--- src/rtl/clk_meas_pkg.sv ---
// Shared types and constants for the clock phase meter.
//   state_t   : measurement FSM states (IDLE, MEASURE)
//   CNT_W_DEF : default counter / result width
//   CNT_MAX   : saturation value of a default-width counter
package clk_meas_pkg;

  typedef enum logic {
    IDLE    = 1'b0,
    MEASURE = 1'b1
  } state_t;

  localparam int CNT_W_DEF = 16;
  localparam logic [CNT_W_DEF-1:0] CNT_MAX = {CNT_W_DEF{1'b1}};

endpackage

--- src/rtl/sync_edge_det.sv ---
// Synchronizer plus edge detector for one asynchronous input.
// Ports:
//   clk   in  sampling clock
//   rst_n in  asynchronous active-low reset (clears every flop)
//   d     in  asynchronous input
//   rise  out one-cycle pulse on a synchronized 0->1 transition
//   fall  out one-cycle pulse on a synchronized 1->0 transition
// Latency from d to rise/fall is SYNC_STAGES+1 clk cycles.
module sync_edge_det #(
  parameter int SYNC_STAGES = 2
) (
  input  logic clk,
  input  logic rst_n,
  input  logic d,
  output logic rise,
  output logic fall
);

  logic [SYNC_STAGES-1:0] r_sync;
  logic                   r_prev;
  logic                   r_rise;
  logic                   r_fall;
  logic                   w_s;

  assign w_s = r_sync[SYNC_STAGES-1];

  always_ff @(posedge clk or negedge rst_n) begin
    if (!rst_n) begin
      r_sync <= '0;
      r_prev <= 1'b0;
      r_rise <= 1'b0;
      r_fall <= 1'b0;
    end else begin
      r_sync <= {r_sync[SYNC_STAGES-2:0], d};
      r_prev <= w_s;
      // Registered pulses keep the edge outputs glitch-free for the FSM.
      r_rise <= w_s & ~r_prev;
      r_fall <= ~w_s & r_prev;
    end
  end

  assign rise = r_rise;
  assign fall = r_fall;

endmodule

--- src/rtl/clk_phase_meter.sv ---
// Measures period, high time and ref->sft rising-edge delay of two clocks
// in units of the system clock.
// Ports:
//   clk, rst_n          system clock, asynchronous active-low reset
//   en                  measurement enable; low forces IDLE and clears state
//   sig_ref, sig_sft    asynchronous reference and phase-shifted clocks
//   period, high_time   last measured period / high time
//   phase, phase_ok     last measured delay and whether a sft rise was seen
//   meas_valid          one-cycle strobe when the results update
//   timeout             sticky, counter saturated while measuring
//   dbg                 {state, rise_ref, fall_ref, rise_sft, fall_sft}
// Handshake: meas_valid is a pure strobe with no ready; results are held
// stable until the next strobe, so a consumer may sample them any time.
module clk_phase_meter
  import clk_meas_pkg::*;
#(
  parameter int CNT_W       = CNT_W_DEF,
  parameter int SYNC_STAGES = 2
) (
  input  logic             clk,
  input  logic             rst_n,
  input  logic             en,
  input  logic             sig_ref,
  input  logic             sig_sft,
  output logic [CNT_W-1:0] period,
  output logic [CNT_W-1:0] high_time,
  output logic [CNT_W-1:0] phase,
  output logic             phase_ok,
  output logic             meas_valid,
  output logic             timeout,
  output logic [4:0]       dbg
);

  localparam logic [CNT_W-1:0] CNT_SAT = {CNT_W{1'b1}};
  localparam logic [CNT_W-1:0] CNT_ONE = CNT_W'(1);

  logic w_rise_ref, w_fall_ref, w_rise_sft, w_fall_sft;

  state_t           r_state;
  logic [CNT_W-1:0] r_cnt;
  logic [CNT_W-1:0] r_hi_cap;
  logic             r_hi_seen;
  logic [CNT_W-1:0] r_ph_cap;
  logic             r_ph_seen;
  logic [CNT_W-1:0] r_period;
  logic [CNT_W-1:0] r_high_time;
  logic [CNT_W-1:0] r_phase;
  logic             r_phase_ok;
  logic             r_meas_valid;
  logic             r_timeout;

  sync_edge_det #(.SYNC_STAGES(SYNC_STAGES)) u_ref (
    .clk  (clk),
    .rst_n(rst_n),
    .d    (sig_ref),
    .rise (w_rise_ref),
    .fall (w_fall_ref)
  );

  sync_edge_det #(.SYNC_STAGES(SYNC_STAGES)) u_sft (
    .clk  (clk),
    .rst_n(rst_n),
    .d    (sig_sft),
    .rise (w_rise_sft),
    .fall (w_fall_sft)
  );

  always_ff @(posedge clk or negedge rst_n) begin
    if (!rst_n) begin
      r_state      <= IDLE;
      r_cnt        <= '0;
      r_hi_cap     <= '0;
      r_hi_seen    <= 1'b0;
      r_ph_cap     <= '0;
      r_ph_seen    <= 1'b0;
      r_period     <= '0;
      r_high_time  <= '0;
      r_phase      <= '0;
      r_phase_ok   <= 1'b0;
      r_meas_valid <= 1'b0;
      r_timeout    <= 1'b0;
    end else begin
      r_meas_valid <= 1'b0;
      if (!en) begin
        // Results are deliberately kept; only the in-flight state clears.
        r_state   <= IDLE;
        r_cnt     <= '0;
        r_hi_cap  <= '0;
        r_hi_seen <= 1'b0;
        r_ph_cap  <= '0;
        r_ph_seen <= 1'b0;
        r_timeout <= 1'b0;
      end else begin
        case (r_state)
          IDLE: begin
            if (w_rise_ref) begin
              r_state   <= MEASURE;
              r_cnt     <= CNT_ONE;
              r_hi_cap  <= '0;
              r_hi_seen <= 1'b0;
              // A sft rise coincident with the ref rise is phase 0.
              r_ph_cap  <= '0;
              r_ph_seen <= w_rise_sft;
            end
          end
          MEASURE: begin
            if (w_rise_ref) begin
              r_period     <= r_cnt;
              r_high_time  <= r_hi_seen ? r_hi_cap : '0;
              r_phase      <= r_ph_cap;
              r_phase_ok   <= r_ph_seen;
              r_meas_valid <= 1'b1;
              r_cnt        <= CNT_ONE;
              r_hi_cap     <= '0;
              r_hi_seen    <= 1'b0;
              r_ph_cap     <= '0;
              r_ph_seen    <= w_rise_sft;
            end else if (r_cnt == CNT_SAT) begin
              r_timeout <= 1'b1;
              r_state   <= IDLE;
            end else begin
              r_cnt <= r_cnt + CNT_ONE;
              if (w_fall_ref && !r_hi_seen) begin
                r_hi_cap  <= r_cnt;
                r_hi_seen <= 1'b1;
              end
              if (w_rise_sft && !r_ph_seen) begin
                r_ph_cap  <= r_cnt;
                r_ph_seen <= 1'b1;
              end
            end
          end
          default: r_state <= IDLE;
        endcase
      end
    end
  end

  assign period     = r_period;
  assign high_time  = r_high_time;
  assign phase      = r_phase;
  assign phase_ok   = r_phase_ok;
  assign meas_valid = r_meas_valid;
  assign timeout    = r_timeout;
  assign dbg        = {r_state, w_rise_ref, w_fall_ref, w_rise_sft, w_fall_sft};

endmodule

--- config.mk ---
export PLATFORM = sky130hd
export DESIGN_NAME = clk_phase_meter
export DESIGN_NICKNAME = d
export VERILOG_FILES = /design/src/rtl/clk_meas_pkg.sv /design/src/rtl/sync_edge_det.sv /design/src/rtl/clk_phase_meter.sv
export SDC_FILE = /design/constraint.sdc
export NUM_CORES = 1
export LEC_CHECK = 0
export CAP_MARGIN = 20
export CELL_PAD_IN_SITES_DETAIL_PLACEMENT = 1
export CELL_PAD_IN_SITES_GLOBAL_PLACEMENT = 1
export CORE_ASPECT_RATIO = 2
export CORE_MARGIN = 4
export CORE_UTILIZATION = 40
export DETAILED_ROUTE_END_ITERATION = 7
export GPL_ROUTABILITY_DRIVEN = 1
export PLACE_DENSITY = 0.83
export SETUP_SLACK_MARGIN = 0.15
export SYNTH_ARGS = -nofsm -noshare
export SYNTH_HDL_FRONTEND = slang
export SYNTH_SLANG_ARGS = --single-unit
--- constraint.sdc ---
create_clock -name clk -period 2.7 [get_ports clk]
set_clock_uncertainty 0.15 [all_clocks]
set_input_delay 0.54 -clock clk [delete_from_list [all_inputs] [get_ports clk]]
set_output_delay 0.54 -clock clk [all_outputs]
set_load 0.02 [all_outputs]
==> results by group <==
Layout
  – Commonest non-fill, non-tap cell in the layout: dfrtp_1
  – Layout cell share with drive strength beyond 1: 13.6%
  – Commonest cells after routing, fill and taps aside: 112 x dfrtp_1, 88 x nand2_1, 59 x clkdlybuf4s50_1, 38 x mux2i_1, 31 x mux2_2
  – # fillers: roughly 1200
  – ANT cells: 0
  – Layout net count: 450
  – P&R area growth vs syn: 22.6%

Detailed routing
  – Final wirelength: approximately 10 mm
  – Drt first-iter violations: about 140
  – Antenna Nets Post-Route: 0
  – 1st-pass router iterations: 4
  – DR vias/cell: about 5.1
  – Avg WL per Cell: 16.9 um
  – Vias: around 3000
  – Drc violations: 0

Power
  – Power Dens Cells: ~570 nW/um2
  – Pleak: ~0.0026 uW
  – IR Drop Worst-Case VDD: ~0.34 mV

Place
  – DP Wirelength: ~7.1 mm
  – Pre-CTS setup slack: about 0.35 ns
  – Routability cong.: 0.807
  – Port Buf Inserts: 60

Timing
  – Fin crit share: approximately 90%
  – Peak Freq: about 0.42 GHz
  – Final Hold Slack: between 0.0006 and 0.0007 ns
  – Max-slew headroom: ~55%
  – Final WS setup: around 0.33 ns
  – Setup TNS: 0 ns
  – Final Setup Violations: 0
  – Max-slew violation count: 0
  – RSZ-0062 raised after global routing: no
  – Fin. Hold Viols: 0
  – Minimum clock period: around 2.4 ns
  – Least-Margin Pin Slew: ~0.67 ns

Worst setup path
  – Reg2reg end: r_hi_cap[8]
  – Crit path to: r_hi_cap[8]
  – Max Fanout on Critical Path: 8
  – Crit path capture type: flip-flop
  – Crit path DAT: 2.48 ns
  – Startpoint types: flip-flop
  – Crit Path Class: flip-flop to flip-flop
  – RR Startpoint: r_cnt[0]
  – Register-to-register setup slack: 0.33 ns
  – WP data required: ~2.8 ns
  – Critical path origin: r_cnt[0]
  – Worst Reg-to-Reg Cells: 5

Global route
  – Vias in the first global route: 3391
  – First-pass GRT wire length: roughly 18 mm
  – Global Route Usage Sum: about 16%
  – Initial antenna violation count: 0
  – Congestion Overflow GR: 0
  – Pin count of the biggest net entering global routing: 69

Clock network
  – CTS buffer count: 9
  – Root Driver: clkbuf_16
  – Worst-path clk slew: ~0.070 ns
  – Max Buffers Root-to-Sink: 2
  – PostCTS Resize Cnt: 0
  – Post-CTS setup buffer count: 0
  – H-tree levels: 3
  – Hold Buf Count CTS: 0
  – Clock Sinks: approximately 110
  – Worst-Skew Late Latency: ~0.34 ns
  – CTS tree: built

Floorplanning
  – Core ar.: ~11000 um2
  – Chip Width: between 80 and 90 um
  – Die Ht: about 160 um
  – IO Count: 61
  – Die Area: 13400 um2
  – Row cnt: 55
  – Initial Util: around two fifths

Logic synthesis
  – Syn_nets: about 400
  – Asr flop ratio synth: between 90% and 100%
  – Post-synth top area cell: dfrtp_1
  – Flop and latch count out of synthesis: around 110
  – Post-synthesis sequential area ratio: around three fifths
  – Yosys top cell area share: a little over 60%
  – Synth unique cells: 37
  – Synth Flop Type: dfrtp_1
  – Gate Count Post-Synth: ~390
  – Syn_area_per_cell: ~12 um2
  – Synth warnings: 0
  – Synth area leaders: dfrtp_1 61%, mux2i_1 8.2%, mux2_2 7.6%
  – Synth Cell Area: between 4000 and 5000 um2
  – Number of flops mapped to enable cells by yosys: 0

Status
  – Status: completed

Worst hold path
  – Hold/Removal Path Class: primary input to async pin

Job
  – MaxCap Viol Count: 0
[power by group]
group / internal, uW / switching, uW
Clock: 768 / 566
Sequential: 1690 / 18.4
Combinational: 56.5 / 95.0
[area by class of cell]
| class | instances | area [um2] | area share [%] |
|---|---|---|---|
| clock inverters | 3 | 40.0 | 0.707 |
| well taps | 142 | 178 | 3.14 |
| inverters | 5 | 18.8 | 0.332 |
| multi-input cells | 247 | 1660 | 29.3 |
| flip-flops and latches | 112 | 2800 | 49.5 |
| clock buffers | 13 | 260 | 4.60 |
| repair buffers | 69 | 703 | 12.4 |
[worst min-delay path by stage]
stage	cells after the start	startpoint	end	slack, ns
floorplan	0	rst_n	high_time[0]	0.09
global route	1	rst_n	u_sft.r_prev	0.03
finish	1	rst_n	u_sft.r_prev	0.0007
CTS	1	rst_n	u_sft.r_prev	0.005
detailed placement	0	u_ref.r_sync[0]	u_ref.r_sync[1]	0.19
global placement	0	u_sft.r_sync[0]	u_sft.r_sync[1]	0.19
[Yosys cell counts (2+ instances only)]
cell,count
o21ai_0,23
mux2i_1,38
o21a_1,3
nand4_1,2
or3_1,5
nor3b_1,3
nor2b_1,5
dfrtp_1,112
nand2_1,88
nor4_1,4
clkbuf_1,13
and4_1,2
nand3_1,4
buf_4,8
o31ai_1,2
nand2b_1,6
nor3_1,5
or4_1,4
nor2_1,6
inv_1,5
mux2_2,31
buf_1,3
a21oi_1,5
[flip-flops by register name (all words and copies together) (netlist names), 2 cells and up]
signal,cells
high_time,16
period,16
phase,16
r_cnt,16
r_hi_cap,16
r_ph_cap,16
u_ref.r_sync,2
u_sft.r_sync,2
[metrics by stage]
stage / util (%) / area [um2] / power (uW) / std cells
3_3_place_gp: 47.5 / 5360 / 1890 / 575
2_1_floorplan: - / 4620 / 1820 / 391
5_1_grt: 50.2 / 5660 / 3330 / 591
4_1_cts: 50.2 / 5660 / 3240 / 591
3_5_place_dp: 47.5 / 5360 / 1900 / 575
6_report: 50.2 / 5660 / 3200 / 591
[critical path: stages (launching register included)]
cell and delay [ns]:
dfrtp_1 0.47, ha_1 0.25, nand3_2 0.21, o41ai_4 0.45, or3_1 0.48, mux2i_1 0.27
[layer usage]
| layer | global-route usage [%] | vias to the layer above | wire length, um |
|---|---|---|---|
| li1 | - | 1435 | - |
| met1 | 19.0 | 1511 | 4030 |
| met2 | 29.3 | 50 | 5520 |
| met3 | 2.79 | 10 | 272 |
| met4 | 5.34 | 0 | 181 |
| met5 | 0 | - | 0 |
[kinds of logic after synthesis]
| family | Yosys count | synth area share, % |
|---|---|---|
| AOI/OAI and AO/OA | 37 | 5.04 |
| adders and majority gates | 1 | 0.271 |
| and+or+nand+nor | 139 | 14.3 |
| DFF | 112 | 60.7 |
| muxes | 69 | 15.8 |
| xor gates and xnor gates | 1 | 0.190 |
| buffers and inverters | 32 | 3.66 |
(Power assumes the default switching activity.)
